<file path="src/rtl/rom_scan_accum.sv">
// rom_scan_accum: walks a small combinational ROM from address 0 up to
// LAST_ADDR, offers each word downstream through a valid/ready register
// slice, and keeps a running sum and maximum of the words captured.
module rom_scan_accum #(
  parameter int unsigned LAST_ADDR = 7
) (
  input  logic       clk,
  input  logic       rst_n,
  input  logic       start,
  output logic [2:0] rom_addr,
  input  logic [5:0] rom_data,
  output logic [5:0] out_data,
  output logic       out_valid,
  input  logic       out_ready,
  output logic       busy,
  output logic       done,
  output logic [8:0] sum,
  output logic [5:0] max_val
);

  // Final scan address, narrowed to the ROM address width.
  localparam logic [2:0] LAST_A = 3'(LAST_ADDR);

  typedef enum logic [1:0] {
    ST_IDLE  = 2'd0,
    ST_SCAN  = 2'd1,
    ST_DRAIN = 2'd2,
    ST_DONE  = 2'd3
  } state_e;

  state_e     state_q;
  logic [2:0] addr_q;
  logic [5:0] data_q;
  logic       valid_q;
  logic       busy_q;
  logic       done_q;
  logic [8:0] sum_q;
  logic [5:0] max_q;

  logic       capture_s;
  logic       release_s;
  logic       last_s;
  logic [8:0] sum_d;
  logic [5:0] max_d;
  logic [2:0] addr_d;

  // Capture/release qualifiers and the accumulator next values.
  always_comb begin
    capture_s = 1'b0;
    release_s = 1'b0;
    last_s    = 1'b0;
    sum_d     = sum_q;
    max_d     = max_q;
    addr_d    = addr_q;
    // The output slot is free when it is empty or being drained this cycle.
    capture_s = (~valid_q) | out_ready;
    release_s = (~valid_q) | out_ready;
    last_s    = (addr_q == LAST_A);
    sum_d     = sum_q + {3'b000, rom_data};
    if (rom_data > max_q) begin
      max_d = rom_data;
    end else begin
      max_d = max_q;
    end
    // Address saturates at the last entry so it never wraps past the scan.
    if (last_s) begin
      addr_d = addr_q;
    end else begin
      addr_d = addr_q + 3'd1;
    end
  end

  // Scan controller: state, output slice and accumulators, all registered.
  always_ff @(posedge clk or negedge rst_n) begin
    if (!rst_n) begin
      state_q <= ST_IDLE;
      addr_q  <= 3'd0;
      data_q  <= 6'd0;
      valid_q <= 1'b0;
      busy_q  <= 1'b0;
      done_q  <= 1'b0;
      sum_q   <= 9'd0;
      max_q   <= 6'd0;
    end else begin
      case (state_q)
        ST_IDLE: begin
          done_q <= 1'b0;
          if (start) begin
            addr_q  <= 3'd0;
            sum_q   <= 9'd0;
            max_q   <= 6'd0;
            valid_q <= 1'b0;
            busy_q  <= 1'b1;
            state_q <= ST_SCAN;
          end
        end
        ST_SCAN: begin
          // Without a capture the slot holds its word and everything stalls.
          if (capture_s) begin
            data_q  <= rom_data;
            valid_q <= 1'b1;
            sum_q   <= sum_d;
            max_q   <= max_d;
            addr_q  <= addr_d;
            if (last_s) begin
              state_q <= ST_DRAIN;
            end
          end
        end
        ST_DRAIN: begin
          // Completion is withheld until the final word has left the slot.
          if (release_s) begin
            valid_q <= 1'b0;
            busy_q  <= 1'b0;
            done_q  <= 1'b1;
            state_q <= ST_DONE;
          end
        end
        ST_DONE: begin
          // One-cycle completion pulse; start is not sampled here.
          done_q  <= 1'b0;
          state_q <= ST_IDLE;
        end
        default: begin
          valid_q <= 1'b0;
          busy_q  <= 1'b0;
          done_q  <= 1'b0;
          state_q <= ST_IDLE;
        end
      endcase
    end
  end

  assign rom_addr  = addr_q;
  assign out_data  = data_q;
  assign out_valid = valid_q;
  assign busy      = busy_q;
  assign done      = done_q;
  assign sum       = sum_q;
  assign max_val   = max_q;

endmodule

</file>
<file path="config.mk">
export PLATFORM = sky130hd
export DESIGN_NAME = rom_scan_accum
export DESIGN_NICKNAME = d
export VERILOG_FILES = /design/src/rtl/rom_scan_accum.sv
export SDC_FILE = /design/constraint.sdc
export NUM_CORES = 1
export LEC_CHECK = 0
export BUFFER_PORTS_ARGS = -buffer_cell sky130_fd_sc_hd__clkbuf_2
export CAP_MARGIN = 20
export CORE_ASPECT_RATIO = 0.6
export CORE_MARGIN = 1.5
export CORE_UTILIZATION = 40
export DETAILED_ROUTE_END_ITERATION = 6
export PLACE_DENSITY = 0.71
export SYNTH_ARGS = -nofsm -noshare
export SYNTH_HDL_FRONTEND = slang
export SYNTH_SLANG_ARGS = --single-unit
</file>
<file path="constraint.sdc">
create_clock -name clk -period 1.95 [get_ports clk]
set_clock_uncertainty 0.1 [all_clocks]
set_input_delay 0.195 -clock clk [delete_from_list [all_inputs] [get_ports clk]]
set_output_delay 0.195 -clock clk [all_outputs]
set_load 0.01 [all_outputs]
</file>
==> impl_results.html, run 1 <==
<table>
<tr><th>Metric</th><th>Value</th></tr>
<tr><th colspan="2">Run status</th></tr>
<tr><td>Status</td><td>completed</td></tr>
<tr><th colspan="2">Yosys</th></tr>
<tr><td>EDFF count, synth</td><td>0</td></tr>
<tr><td>Leading post-synthesis cells by instance count</td><td>sky130_fd_sc_hd__dfrtp_1, sky130_fd_sc_hd__nand2_1, sky130_fd_sc_hd__ha_1</td></tr>
<tr><td>Cell Area, Synth</td><td>0.00176 mm^2</td></tr>
<tr><td>Sequential element share of the synthesized area</td><td>41.2%</td></tr>
<tr><td>Yosys reg bits</td><td>29</td></tr>
<tr><td>Synthesized area divided by synthesized cell count</td><td>9.85 um^2</td></tr>
<tr><td>Unique masters post-synth</td><td>40</td></tr>
<tr><td>Cell types occupying the most area after synthesis</td><td>sky130_fd_sc_hd__dfrtp_1, sky130_fd_sc_hd__ha_1, sky130_fd_sc_hd__o21ai_0</td></tr>
<tr><td>Cell with the most instances after synthesis</td><td>sky130_fd_sc_hd__dfrtp_1</td></tr>
<tr><td>Yosys warning total</td><td>0</td></tr>
<tr><td>Share of synthesized flip-flops with an asynchronous set or reset</td><td>100%</td></tr>
<tr><td>Proportion of netlist area held by the largest area contributor</td><td>41.2%</td></tr>
<tr><td>Most used flip-flop cell after synthesis</td><td>sky130_fd_sc_hd__dfrtp_1</td></tr>
<tr><td>Post-synthesis instance total</td><td>179</td></tr>
<tr><td>Post-synth top area cell</td><td>sky130_fd_sc_hd__dfrtp_1</td></tr>
<tr><td>Post-synth net total</td><td>209</td></tr>
<tr><th colspan="2">Clock network</th></tr>
<tr><td>Worst-path clk slew</td><td>0.06 ns</td></tr>
<tr><td>Max clock buf depth</td><td>2</td></tr>
<tr><td>Root Buffer</td><td>sky130_fd_sc_hd__clkbuf_8</td></tr>
<tr><td>Number of buffers added by the clock tree synthesis step</td><td>5</td></tr>
<tr><td>Clock sink count</td><td>29</td></tr>
<tr><td>Clk Latency, worst-skew pair</td><td>0.29 ns</td></tr>
<tr><td>H-tree levels</td><td>2</td></tr>
<tr><td>CTS tree</td><td>yes</td></tr>
<tr><th colspan="2">Global route</th></tr>
<tr><td>Wire length of the first global-routing pass</td><td>6780 um</td></tr>
<tr><td>Maximum number of pins on one net before global-route repair</td><td>30</td></tr>
<tr><td>Tot GR Track Use</td><td>19.4%</td></tr>
<tr><td>Initial antenna violation count</td><td>0</td></tr>
<tr><td>Grt ovf</td><td>0</td></tr>
<tr><td>Via count of the first global-routing pass</td><td>1457</td></tr>
<tr><th colspan="2">Route</th></tr>
<tr><td>Iteration count of the initial detailed-routing pass</td><td>4</td></tr>
<tr><td>Vias/cell</td><td>5.23</td></tr>
<tr><td>Post-route DRC violation count</td><td>0</td></tr>
<tr><td>Total number of vias</td><td>1579</td></tr>
<tr><td>DRT iter0 DRCs</td><td>54</td></tr>
<tr><td>Count of nets left with antenna violations after detail routing</td><td>0</td></tr>
<tr><td>Post-DR wirelength/cell</td><td>14.5 um</td></tr>
<tr><td>DRT Wirelength</td><td>4370 um</td></tr>
<tr><th colspan="2">Cells and area</th></tr>
<tr><td>Number of filler instances in the final layout</td><td>373</td></tr>
<tr><td>Antenna fix cells</td><td>0</td></tr>
<tr><td>Layout overhead on the synthesized area</td><td>35.5%</td></tr>
<tr><td>Share of post-route cells with drive strength above 1</td><td>36.8%</td></tr>
<tr><td>Post-route core utilization</td><td>57.3%</td></tr>
<tr><td>Final instance area</td><td>0.00239 mm^2</td></tr>
<tr><td>Post-layout nets</td><td>271</td></tr>
<tr><th colspan="2">Floorplanning</th></tr>
<tr><td>Core area</td><td>0.00417 mm^2</td></tr>
<tr><td>Initial standard-cell utilization of the core</td><td>42.3%</td></tr>
<tr><td>Width of the die</td><td>88.7 um</td></tr>
<tr><td>Core Rows</td><td>18</td></tr>
<tr><td>Height of the chip</td><td>54.4 um</td></tr>
<tr><td>IO Pins</td><td>37</td></tr>
<tr><td>Die area</td><td>0.00483 mm^2</td></tr>
<tr><th colspan="2">Setup path</th></tr>
<tr><td>CP arrival</td><td>1.95 ns</td></tr>
<tr><td>Kind of end point of the critical path</td><td>flop</td></tr>
<tr><td>Worst-path maximum fanout</td><td>4</td></tr>
<tr><td>Setup Crit Path Kind</td><td>flop to flop</td></tr>
<tr><td>Critical path startpoint category</td><td>flop</td></tr>
<tr><td>Crit-path max cell delay</td><td>0.38 ns</td></tr>
<tr><td>CP Cell Sequence</td><td>ha_1 -&gt; fa_2 -&gt; a211oi_2 -&gt; o21bai_1 -&gt; a21oi_2 -&gt; or3_1 -&gt; a21oi_1</td></tr>
<tr><td>Required time at the endpoint of the critical path</td><td>2.02 ns</td></tr>
<tr><td>Critical-path cell with the highest stage delay</td><td>sky130_fd_sc_hd__dfrtp_1</td></tr>
<tr><td>Crit path max-delay family</td><td>compound AO/OA/AOI/OAI gates</td></tr>
<tr><td>Worst path buffer plus inverter count</td><td>0</td></tr>
<tr><th colspan="2">Place</th></tr>
<tr><td>Worst-case setup slack after placement</td><td>-0.0126 ns</td></tr>
<tr><td>Placement-stage cell area</td><td>0.00214 mm^2</td></tr>
<tr><td>HPWL Detailed</td><td>3210 um</td></tr>
<tr><td>Total of buffers placed on input and output ports</td><td>36</td></tr>
<tr><td>Final GP Congestion</td><td>0.854</td></tr>
<tr><th colspan="2">Timing</th></tr>
<tr><td>Setup violation total in the final timing report</td><td>0</td></tr>
<tr><td>Number of pins exceeding their max-slew limit in the final report</td><td>0</td></tr>
<tr><td>Final-report hold violation count</td><td>0</td></tr>
<tr><td>Least setup slack across all paths after layout</td><td>0.0644 ns</td></tr>
<tr><td>Fin crit share</td><td>96.7%</td></tr>
<tr><td>Worst Max-Slew Pin Slew</td><td>0.734 ns</td></tr>
<tr><td>FMAX</td><td>530 MHz</td></tr>
<tr><td>Worst slew margin</td><td>51.1%</td></tr>
<tr><td>Final Critical Period</td><td>1.89 ns</td></tr>
<tr><th colspan="2">Worst hold path</th></tr>
<tr><td>Hold crit path type</td><td>input pin to flop</td></tr>
<tr><th colspan="2">Power and ir drop</th></tr>
<tr><td>Worst voltage drop across the vdd grid</td><td>0.829 mV</td></tr>
<tr><td>Leakage Power</td><td>1.15 nW</td></tr>
<tr><td>Power per Cell Area</td><td>1590 mW/mm^2</td></tr>
<tr><td>Final Power</td><td>3.81 mW</td></tr>
<tr><th colspan="2">Job</th></tr>
<tr><td>Max-cap violation count</td><td>0</td></tr>
</table>
tightest hold or removal path: cells and delay by family:
family / cells / cell delay [ns]
buffers and inverters: 2 / 0.18
AOI/OAI and AO/OA: 1 / 0.08
state kept, by name (all words and copies together) (netlist names):
register and flops:
busy 1, done 1, max_val 6, out_data 6, out_valid 1, rom_addr 3, state_q 2, sum 9
cells in the final DEF, fill, tap and decap left out, drive strengths merged, types with 3 or more instances in the layout:
cell type and count:
clkbuf 43, dfrtp 29, nand2 22, buf 21, ha 19, o21ai 17
a21oi 13, inv 11, nand3 9, mux2 7, xor2 4, nor2 4
a21o 4, nand4 4, o311ai 3
where the power goes:
group,switching [mW],internal [mW]
registers,0.187,0.853
logic,1.11,1.01
clock network,0.229,0.416
total,1.53,2.27
worst paths after layout:
kind	from	endpoint	slack (ns)	cells past startpoint
max	sum[0]	sum[6]	0.06	7
min	rom_data[0]	out_data[0]	0.13	3
max reg2reg	sum[0]	sum[6]	0.06	7
min reg2reg	out_data[0]	out_data[0]	0.40	2
max in group asynchronous	rst_n	rom_addr[1]	0.87	2
min in group asynchronous	rst_n	busy	0.41	2
logic make-up (layout without fill, tap and decap cells):
kind of cell,count (synthesis),in the layout,synth area share [%]
adder cells (fa/ha/maj),20,20,14.6
buffers and inverters,15,77,3.34
XOR/XNOR,5,5,2.48
AND/OR/NAND/NOR,51,51,14.5
flip-flops,29,29,41.2
multiplexers,8,8,5.04
AO/OA/AOI/OAI,51,52,18.9
metrics by stage:
stage,cells,TNS [ns],hold WS (ns)
after floorplan,179,0,-0.201
after global placement,288,-0.0134,0.193
after detailed placement,288,-0.0284,0.201
after CTS,299,0,0.121
after global routing,302,-0.0550,0.139
final,302,0,0.127
final cells by class:
class	count	area, um^2	area share (%)
clock buffer	7	86.3	3.61
clock inverter	1	30.0	1.26
inverter	11	41.3	1.73
multi-input combinational	136	1070	44.8
sequential	29	726	30.4
tap	60	75.1	3.14
timing repair buffer	58	360	15.1
per-layer routing:
layer	wire, um	GRT usage (%)
met1	2310	28.5
met4	57	6.25
met3	239	5.73
met2	1770	27.0
met5	0	0
timing repair:
item,CTS,global route
buffers inserted,2,2
endpoints found under the hold margin,29,0
endpoints found under the setup margin,3,14
gates resized for setup,3,21
pin swaps,0,5
hold buffers,1,0
cloned,0,1
(Power assumes the default switching activity.)
==> run 2, diff against run 1 <==
--- a/config.mk
+++ b/config.mk
@@ -7,11 +7,13 @@
 export LEC_CHECK = 0
 export BUFFER_PORTS_ARGS = -buffer_cell sky130_fd_sc_hd__clkbuf_2
 export CAP_MARGIN = 20
+export CELL_PAD_IN_SITES_DETAIL_PLACEMENT = 1
+export CELL_PAD_IN_SITES_GLOBAL_PLACEMENT = 1
 export CORE_ASPECT_RATIO = 0.6
 export CORE_MARGIN = 1.5
-export CORE_UTILIZATION = 40
+export CORE_UTILIZATION = 37
 export DETAILED_ROUTE_END_ITERATION = 6
-export PLACE_DENSITY = 0.71
+export PLACE_DENSITY = 0.82
 export SYNTH_ARGS = -nofsm -noshare
 export SYNTH_HDL_FRONTEND = slang
 export SYNTH_SLANG_ARGS = --single-unit
==> run 2 against run 1 <==
Total power shrank 0.70%. Design area is 0.63% higher. Clock-buffer cell count grew 1. Fmax shrank 2.3%. Register-to-register slack worse by 0.04 ns. Critical path depth grew 1. Sequential power about the same. Worst hold slack better by 0.017 ns. Cell count is 3.6% higher. Global-route usage increased by 2.2 points.
==> impl_results.html, run 2 (synthesis results as in run 1) <==
<table>
<tr><th>Metric</th><th>Value</th></tr>
<tr><th colspan="2">Global route</th></tr>
<tr><td>Maximum number of pins on one net before global-route repair</td><td>30 (unchanged)</td></tr>
<tr><td>Via count of the first global-routing pass</td><td>1692 (+16%)</td></tr>
<tr><td>Wire length of the first global-routing pass</td><td>8450 um (+25%)</td></tr>
<tr><td>Grt ovf</td><td>0 (unchanged)</td></tr>
<tr><td>Initial antenna violation count</td><td>0 (unchanged)</td></tr>
<tr><td>Tot GR Track Use</td><td>21.6% (+2.2 points)</td></tr>
<tr><th colspan="2">Setup path</th></tr>
<tr><td>Critical-path cell with the highest stage delay</td><td>sky130_fd_sc_hd__dfrtp_1</td></tr>
<tr><td>CP arrival</td><td>2.00 ns (+0.05 ns)</td></tr>
<tr><td>Crit-path max cell delay</td><td>0.38 ns (about the same)</td></tr>
<tr><td>Setup Crit Path Kind</td><td>flop to flop</td></tr>
<tr><td>Critical path startpoint category</td><td>flop</td></tr>
<tr><td>Required time at the endpoint of the critical path</td><td>2.02 ns (about the same)</td></tr>
<tr><td>CP Cell Sequence</td><td>inv_1 -&gt; ha_1 -&gt; nand4_1 -&gt; a21oi_2 -&gt; buf_4 -&gt; o32a_4 -&gt; o21ai_1 -&gt; a32o_1</td></tr>
<tr><td>Worst-path maximum fanout</td><td>6 (+2)</td></tr>
<tr><td>Kind of end point of the critical path</td><td>flop</td></tr>
<tr><th colspan="2">Timing</th></tr>
<tr><td>Least setup slack across all paths after layout</td><td>0.0209 ns (-0.0435 ns)</td></tr>
<tr><td>Unrepaired setup endpoints after global routing</td><td>true</td></tr>
<tr><td>Final-report hold violation count</td><td>0 (unchanged)</td></tr>
<tr><td>Total negative setup slack</td><td>0 ns (unchanged)</td></tr>
<tr><td>Fin crit share</td><td>98.9% (+2.2 points)</td></tr>
<tr><td>Worst slew margin</td><td>49.3% (-1.8 points)</td></tr>
<tr><td>FMAX</td><td>518 MHz (-2.3%)</td></tr>
<tr><td>Setup violation total in the final timing report</td><td>0 (unchanged)</td></tr>
<tr><td>Number of pins exceeding their max-slew limit in the final report</td><td>0 (unchanged)</td></tr>
<tr><td>Worst Max-Slew Pin Slew</td><td>0.761 ns (+0.0267 ns)</td></tr>
<tr><td>Final Critical Period</td><td>1.93 ns (+0.0435 ns)</td></tr>
<tr><td>Worst hold slack</td><td>0.144 ns (+0.0166 ns)</td></tr>
<tr><th colspan="2">Route</th></tr>
<tr><td>DRT iter0 DRCs</td><td>47 (-13%)</td></tr>
<tr><td>Total number of vias</td><td>1701 (+7.7%)</td></tr>
<tr><td>Iteration count of the initial detailed-routing pass</td><td>4 (unchanged)</td></tr>
<tr><td>DRT Wirelength</td><td>5300 um (+21%)</td></tr>
<tr><td>Post-route DRC violation count</td><td>0 (unchanged)</td></tr>
<tr><td>Post-DR wirelength/cell</td><td>16.9 um (+17%)</td></tr>
<tr><td>Vias/cell</td><td>5.43 (+3.9%)</td></tr>
<tr><td>Count of nets left with antenna violations after detail routing</td><td>0 (unchanged)</td></tr>
<tr><th colspan="2">Power and ir drop</th></tr>
<tr><td>Power per Cell Area</td><td>1570 mW/mm^2 (-1.3%)</td></tr>
<tr><td>Share of power burned in registers</td><td>27.6% (+0.3 points)</td></tr>
<tr><td>Clock network fraction of design power</td><td>12.8% (-4.1 points)</td></tr>
<tr><td>Leakage Power</td><td>1.16 nW (+1.2%)</td></tr>
<tr><td>Combinational share of power</td><td>59.6% (+3.9 points)</td></tr>
<tr><td>Design internal power</td><td>2.16 mW (-4.9%)</td></tr>
<tr><td>Sw power</td><td>1.62 mW (+5.6%)</td></tr>
<tr><td>Net switching share of the total power</td><td>42.8% (+2.6 points)</td></tr>
<tr><td>Worst voltage drop across the vdd grid</td><td>0.712 mV (-14%)</td></tr>
<tr><th colspan="2">Floorplanning</th></tr>
<tr><td>Core Rows</td><td>19 (+1)</td></tr>
<tr><td>Width of the die</td><td>92.1 um (+3.8%)</td></tr>
<tr><td>Initial standard-cell utilization of the core</td><td>38.6% (-3.7 points)</td></tr>
<tr><td>Height of the chip</td><td>56.5 um (+3.8%)</td></tr>
<tr><td>Die area</td><td>0.00520 mm^2 (+7.7%)</td></tr>
<tr><td>IO Pins</td><td>37 (unchanged)</td></tr>
<tr><td>Core area</td><td>0.00456 mm^2 (+9.5%)</td></tr>
<tr><th colspan="2">Cells and area</th></tr>
<tr><td>Post-layout nets</td><td>279 (+3.0%)</td></tr>
<tr><td>Flip-flop count of the largest register after layout</td><td>9 (unchanged)</td></tr>
<tr><td>Antenna fix cells</td><td>0 (unchanged)</td></tr>
<tr><td>Leading cell type in the layout, fill and taps excluded</td><td>sky130_fd_sc_hd__clkbuf_2</td></tr>
<tr><td>Commonest non-fill, non-tap cells in the layout</td><td>sky130_fd_sc_hd__clkbuf_2, sky130_fd_sc_hd__dfrtp_1, sky130_fd_sc_hd__buf_4</td></tr>
<tr><td>Share of post-route cells with drive strength above 1</td><td>39.2% (+2.4 points)</td></tr>
<tr><td>Layout overhead on the synthesized area</td><td>36.3%</td></tr>
<tr><th colspan="2">Worst hold path</th></tr>
<tr><td>Hold crit path type</td><td>input pin to flop</td></tr>
<tr><th colspan="2">Place</th></tr>
<tr><td>Worst-case setup slack after placement</td><td>-0.0887 ns (-0.0762 ns)</td></tr>
<tr><td>Total of buffers placed on input and output ports</td><td>36 (unchanged)</td></tr>
<tr><td>HPWL Detailed</td><td>3740 um (+17%)</td></tr>
<tr><td>Final GP Congestion</td><td>0.785 (-8.1%)</td></tr>
<tr><th colspan="2">Clock network</th></tr>
<tr><td>Worst-path clk slew</td><td>0.06 ns (about the same)</td></tr>
<tr><td>Root Buffer</td><td>sky130_fd_sc_hd__clkbuf_8</td></tr>
<tr><td>Max clock buf depth</td><td>2 (unchanged)</td></tr>
<tr><td>H-tree levels</td><td>2 (unchanged)</td></tr>
<tr><td>Clock sink count</td><td>29 (unchanged)</td></tr>
<tr><td>Clk Latency, worst-skew pair</td><td>0.28 ns (about the same)</td></tr>
<tr><td>CTS tree</td><td>yes</td></tr>
<tr><td>Number of buffers added by the clock tree synthesis step</td><td>5 (unchanged)</td></tr>
<tr><th colspan="2">Job</th></tr>
<tr><td>Max-cap violation count</td><td>0 (unchanged)</td></tr>
<tr><th colspan="2">Run status</th></tr>
<tr><td>Status</td><td>completed</td></tr>
</table>
run 2: worst max-delay path: cells and delay by family (launching register included):
| family | cells | cell delay, ns |
|---|---|---|
| flops | 1 | 0.38 |
| fa+ha+maj | 1 | 0.30 |
| buf+inv | 2 | 0.21 |
| compound gates | 4 | 0.65 |
| simple gates | 1 | 0.18 |
run 2: final timing paths:
kind                       slack [ns]        start  depth (start not counted)          end
max                              0.02   max_val[2]                          8   max_val[5]
min                              0.14  rom_data[0]                          3  out_data[0]
max reg2reg                      0.02   max_val[2]                          8   max_val[5]
min reg2reg                      0.41  out_data[3]                          1  out_data[3]
max in group asynchronous        0.84        rst_n                          2       sum[6]
min in group asynchronous        0.42        rst_n                          2  out_data[5]
run 2: cell type report:
class                           count  area (um^2)
Clock buffer                        8         80.1
Inverter                           11         41.3
Timing Repair Buffer               66          408
Fill cell                         555         2160
Tap cell                           63         78.8
Multi-Input combinational cell    136         1070
Sequential cell                    29          726
run 2: per-stage QoR:
step | cell area [um^2] | total power [mW] | instances | utilization (%)
global placement | 2170 | 2.94 | 296 | 47.5
finish | 2400 | 3.78 | 313 | 52.7
CTS | 2270 | 3.54 | 305 | 49.8
global route | 2400 | 4.08 | 313 | 52.7
detailed placement | 2170 | 3.03 | 296 | 47.5
floorplan | 1760 | 2.18 | 179 | -
run 2: timing repair:
| item | CTS | global route |
|---|---|---|
| endpoints found under the setup margin | 7 | 23 |
| endpoints found under the hold margin | 29 | 0 |
| hold buffers | 1 | 0 |
| resized for setup | 5 | 21 |
| gates cloned | 0 | 1 |
| setup buffers | 0 | 7 |
| pin swaps | 0 | 7 |
run 2: metal layers:
metal	vias up	GRT usage (%)	wire length (um)
met5	-	0	0
met1	847	29.9	2690
met4	0	5.27	34
met2	45	33.9	2320
met3	5	5.56	252
li1	804	-	-
run 2: power groups by stage:
| stage | Combinational, mW | Clock, mW | Sequential [mW] |
|---|---|---|---|
| CTS | 2.01 | 0.495 | 1.04 |
| global placement | 1.90 | 0 | 1.04 |
| floorplan | 1.04 | 0 | 1.14 |
| global route | 2.47 | 0.524 | 1.08 |
| finish | 2.25 | 0.484 | 1.04 |
| detailed placement | 1.98 | 0 | 1.05 |
